File: src/rtl/uart_pkg.sv
// Shared UART definitions: frame width, default bit-time divisor and the
// receiver state encoding, common to both ends of the link.
package uart_pkg;

  localparam int DATA_BITS        = 8;
  localparam int BAUD_DIV_DEFAULT = 10;

  typedef enum logic [1:0] {
    IDLE,
    START,
    DATA,
    STOP
  } rx_state_t;

endpackage : uart_pkg

File: src/rtl/sync_2ff.sv
// Two-flop synchroniser for a single asynchronous input; the reset value
// should match the input's idle level so no false edge follows reset.
module sync_2ff #(
  parameter logic RESET_VAL = 1'b1
) (
  input  logic clk,
  input  logic rst,
  input  logic d,
  output logic q
);

  logic meta;

  // NOTE: non-blocking assignments make meta->q a true two-stage shift;
  // blocking ones would collapse both flops into one.
  always_ff @(posedge clk or posedge rst) begin
    if (rst) begin
      meta <= RESET_VAL;
      q    <= RESET_VAL;
    end else begin
      meta <= d;
      q    <= meta;
    end
  end

endmodule : sync_2ff

File: src/rtl/uart_rx.sv
// 8N1 UART receiver: start-edge detect, mid-bit sampling from a fixed
// divisor, one-deep holding register with full/rd handshake and error flags.
module uart_rx
  import uart_pkg::*;
#(
  parameter int BAUD_DIV = BAUD_DIV_DEFAULT
) (
  input  logic                 clk,
  input  logic                 resn,
  input  logic                 serialIn,
  input  logic                 rd,
  output logic [DATA_BITS-1:0] data,
  output logic                 full,
  output logic                 frameErr,
  output logic                 overrun
);

  localparam int CNT_W = $clog2(BAUD_DIV);
  localparam int BIT_W = $clog2(DATA_BITS);
  localparam logic [CNT_W-1:0] HALF_LOAD = CNT_W'(BAUD_DIV / 2 - 1);
  localparam logic [CNT_W-1:0] BIT_LOAD  = CNT_W'(BAUD_DIV - 1);
  localparam logic [BIT_W-1:0] LAST_BIT  = BIT_W'(DATA_BITS - 1);

  rx_state_t            state;
  logic [CNT_W-1:0]     baud_cnt;
  logic [BIT_W-1:0]     bit_cnt;
  logic [DATA_BITS-1:0] shreg;
  logic                 rxs;
  logic                 rxp;
  logic [1:0]           warm;
  logic                 baud_done;

  sync_2ff #(.RESET_VAL(1'b1)) u_sync (
    .clk (clk),
    .rst (resn),
    .d   (serialIn),
    .q   (rxs)
  );

  assign baud_done = (baud_cnt == '0);

  // The synchroniser holds a fake idle level for two cycles after reset, so
  // rxp stays low until rxs reflects the real line; a line still low at
  // reset release therefore has to go high before a start edge can be seen.
  always_ff @(posedge clk or posedge resn) begin
    if (resn) begin
      warm <= '0;
      rxp  <= 1'b0;
    end else begin
      warm <= {warm[0], 1'b1};
      rxp  <= warm[1] & rxs;
    end
  end

  // NOTE: the shift register is reset along with the control state; it is
  // only eight flops and keeps the datapath free of X after reset.
  always_ff @(posedge clk or posedge resn) begin
    if (resn) begin
      state    <= IDLE;
      baud_cnt <= '0;
      bit_cnt  <= '0;
      shreg    <= '0;
      data     <= '0;
      full     <= 1'b0;
      frameErr <= 1'b0;
      overrun  <= 1'b0;
    end else begin
      frameErr <= 1'b0;
      if (rd) begin
        full    <= 1'b0;
        overrun <= 1'b0;
      end

      case (state)
        IDLE: begin
          if (rxp && !rxs) begin
            baud_cnt <= HALF_LOAD;
            state    <= START;
          end
        end

        START: begin
          if (baud_done) begin
            if (rxs) begin
              state <= IDLE;
            end else begin
              baud_cnt <= BIT_LOAD;
              bit_cnt  <= '0;
              state    <= DATA;
            end
          end else begin
            baud_cnt <= baud_cnt - CNT_W'(1);
          end
        end

        DATA: begin
          if (baud_done) begin
            shreg[bit_cnt] <= rxs;
            baud_cnt       <= BIT_LOAD;
            if (bit_cnt == LAST_BIT) state <= STOP;
            else                     bit_cnt <= bit_cnt + BIT_W'(1);
          end else begin
            baud_cnt <= baud_cnt - CNT_W'(1);
          end
        end

        STOP: begin
          if (baud_done) begin
            state <= IDLE;
            // A good stop with rd in the same cycle overrides the rd clear.
            if (!rxs) begin
              frameErr <= 1'b1;
            end else if (!full || rd) begin
              data <= shreg;
              full <= 1'b1;
            end else begin
              overrun <= 1'b1;
            end
          end else begin
            baud_cnt <= baud_cnt - CNT_W'(1);
          end
        end

        default: state <= IDLE;
      endcase
    end
  end

endmodule : uart_rx

File: config.mk
export PLATFORM = sky130hd
export DESIGN_NAME = uart_rx
export DESIGN_NICKNAME = d
export VERILOG_FILES = /design/src/rtl/uart_pkg.sv /design/src/rtl/sync_2ff.sv /design/src/rtl/uart_rx.sv
export SDC_FILE = /design/constraint.sdc
export NUM_CORES = 1
export LEC_CHECK = 0
export BUFFER_PORTS_ARGS = -buffer_cell sky130_fd_sc_hd__buf_2
export CORE_AREA = 2 2 71 73
export DETAILED_ROUTE_END_ITERATION = 10
export DIE_AREA = 0 0 73 75
export SLEW_MARGIN = 10
export SYNTH_ARGS = -nofsm -noshare
export SYNTH_HDL_FRONTEND = slang
export SYNTH_SLANG_ARGS = --single-unit
File: constraint.sdc
create_clock -name clk -period 1.6 [get_ports clk]
set_input_delay 0.16 -clock clk [delete_from_list [all_inputs] [get_ports clk]]
set_output_delay 0.16 -clock clk [all_outputs]
set_load 0.005 [all_outputs]
==> metrics.cfg <==
[clocking]
clock_latency_ns=0.29
cts-htree-levels=2
path_clk_slew_ns=0.07
clkSinkCount=33
cts_tree=built
ctsLongestPathBuffers=2
cts_made_buffers=5
cts-root-buf=clkbuf_8

[die]
start_util_pct=34.7
core_mm2=0.00466
rows=25
ios=15
dieArea_mm2=0.00548
fp.dieW_um=73
die_h_um=75

[sta]
grt_setup_unrepaired=true
finalSetupViolations=22
min_period_ns=1.81
maxSlewViolCount=0
holdWs_ns=0.0694
fmax_ghz=0.552
setup_slack_ns=-0.212
finClkSkew_ns=0.00919
hold_viol=0
fin_crit_sh_pct=113

[worst_setup_path]
crit_fanout=4
critical_path_required_ns=1.77
critical_path_class=reg -> reg
crit_arrival_ns=1.98
start_kind=flip-flop
endpoint_kind=flip-flop

[route]
wl_per_cell_um=15.7
first_iter_violations=37
finalWirelength_um=3650
dr.pass1.iters=4
route.detailed.drc=0
num_vias=1177
avgViaCountPerCell=5.07
antenna_left=0

[logic_synthesis]
netlist_area_mm2=0.00162
synthDistinctLibCells=41
synth_seq_cells=33
async_flop_share_pct=100
netlist_instances=132
ys.flop_type=dfrtp_1
yosysSeqAreaShare_pct=51.3
synth_edf_count=0
syn_nets=145
synth_warnings=0
synth_area_per_cell_um2=12.2

[layout]
drive_gt1_share_pct=54.5
ff_latch_area_um2=831
multi_input_area_um2=921
final_cell_area_mm2=0.00227
area_delta_synth_final_pct=40.7
n_fill_cell=425
diodes=0
stdcell_count=232
nNetsFinal=190

[run_status]
status=complete, but fails checks
violations=setup timing

[pwr]
power.internal_uw=2390
ir_drop_mv=0.620
power.switching_uw=1340
pwr_density_cell_mw_per_mm2=1640
seqPwrFrac_pct=28.8
sw_frac_of_total_pct=36.0
combPwrFrac_pct=50.7
p_clk_share_pct=20.5
p_leak_uw=0.00110

[global_route]
grt_pass1_vias=1351
grt_pass1_wl_um=6130
gr-total-overflow=0
grt_max_degree=34
antenna_found_initial=0
grt_use_total_pct=14.8

[placement]
dp_cells=217
dp_worst_setup_slack_ns=-0.251
portBuffers=14
place_area_mm2=0.00189
routabilityCongestion=0.904
dp_hpwl_um=2310

[min_path]
hold_class=in -> reg

[run]
max-cap-violations=0

-- metrics by stage --
step / util, % / total power, µW / TNS (ns)
6_report: 48.8 / 3730 / -2.88
5_1_grt: 48.8 / 3950 / -4.10
4_1_cts: 47.2 / 3540 / -2.73
3_5_place_dp: 40.6 / 2360 / -4.33
3_3_place_gp: 40.6 / 2310 / -3.78
2_1_floorplan: - / 1880 / -1.16
-- repair_timing --
| item | CTS | global route |
|---|---|---|
| hold buffers | 2 | 0 |
| endpoints found under the setup margin | 23 | 25 |
| setup buffers | 3 | 2 |
| pin swaps | 6 | 6 |
| gates resized for setup | 34 | 13 |
| hold endpoints to repair | 32 | 0 |
-- critical path, stage by stage (launching register included) --
cell and delay, ns:
dfrtp_1 0.40, inv_2 0.09, ha_4 0.14, nor3b_4 0.27, nand3b_1 0.23, nor3b_2 0.26
mux2_4 0.31
-- layout by cell type (no fill, tap or decap), types with 2 or more instances in the layout --
cell	Yosys	final
dlygate4sd3_1	0	2
nand3b_1	3	3
dfrtp_1	31	29
inv_1	10	7
nand2_4	0	2
a21o_1	2	2
buf_2	2	14
mux2_4	0	10
dfrtp_2	0	2
nor2_1	6	6
buf_4	0	22
ha_1	9	4
mux2_2	16	6
clkbuf_8	0	5
nand2_1	6	4
dfstp_2	2	2
a21oi_2	0	2
inv_2	0	3
o21ai_0	3	2
nor3b_2	2	2
buf_6	0	3
nor4b_2	0	2
ha_4	0	2
nand3_2	1	2
ha_2	0	3
and2_1	2	2
a32o_1	2	2
nand2b_1	3	2
-- Yosys cell counts (all sizes together), types with 2 or more instances --
cell	instances	area (µm²)
mux2	16	180
a21o	2	15.0
nor3b	3	43.8
clkbuf	2	7.51
nand2b	3	18.8
inv	10	37.5
buf	2	10.0
nand3	3	20.0
dfrtp	31	776
a21oi	4	31.3
dfstp	2	52.6
nand3b	3	22.5
and2	2	12.5
nor3	2	10.0
ha	9	113
nor4b	2	17.5
a32o	2	20.0
and3	2	12.5
o2bb2ai	2	23.8
o21ai	3	15.0
nor2	6	22.5
nand2	6	22.5
-- cell families after synthesis --
family          after synthesis  share of synthesized area [%]
simple gates                 34                           13.6
flops                        33                           51.3
compound gates               23                           12.2
mux                          17                           11.8
buf+inv                      14                           3.41
fa+ha+maj                     9                           6.97
other cells                   1                          0.232
xor+xnor                      1                          0.542
-- registers in the layout, indices dropped and copies added (netlist names), named ones only --
signal / flops
baud_cnt: 4
bit_cnt: 3
data: 8
frameErr: 1
full: 1
overrun: 1
rxp: 1
shreg: 8
state: 1
u_sync.meta: 1
u_sync.q: 1
warm: 2
-- path summary, 6_finish.rpt --
check	cells past startpoint	startpoint	endpoint	slack, ns
max	6	baud_cnt[0]	shreg[4]	-0.21
max in group asynchronous	4	resn	u_sync.meta	0.77
min in group asynchronous	4	resn	full	0.50
min reg2reg	0	u_sync.meta	u_sync.q	0.35
max reg2reg	6	baud_cnt[0]	shreg[4]	-0.21
min	2	rd	overrun	0.07
-- layer usage --
metal / track usage [%] / vias up / wire length [µm]
li1: - / 560 / -
met1: 17.6 / 583 / 1640
met2: 24.8 / 24 / 1810
met3: 5.09 / 10 / 119
met4: 5.56 / 0 / 69
met5: 0 / - / 0
-- power by group through the flow --
stage                     logic (µW)  registers, µW  clock network [µW]
after CTS                       1690           1060                 789
after global placement          1250           1060                   0
final                           1890           1070                 764
after floorplan                  816           1070                   0
after detailed placement        1290           1070                   0
after global routing            2030           1090                 834
-- cell type report --
cell class / instances / share of cell area [%]
Multi-Input combinational cell: 85 / 40.5
Sequential cell: 33 / 36.5
Timing Repair Buffer: 42 / 13.6
Clock buffer: 6 / 3.19
Tap cell: 54 / 2.97
Inverter: 10 / 1.65
Clock inverter: 2 / 1.54
No activity file was read; power rests on OpenSTA's default activity.
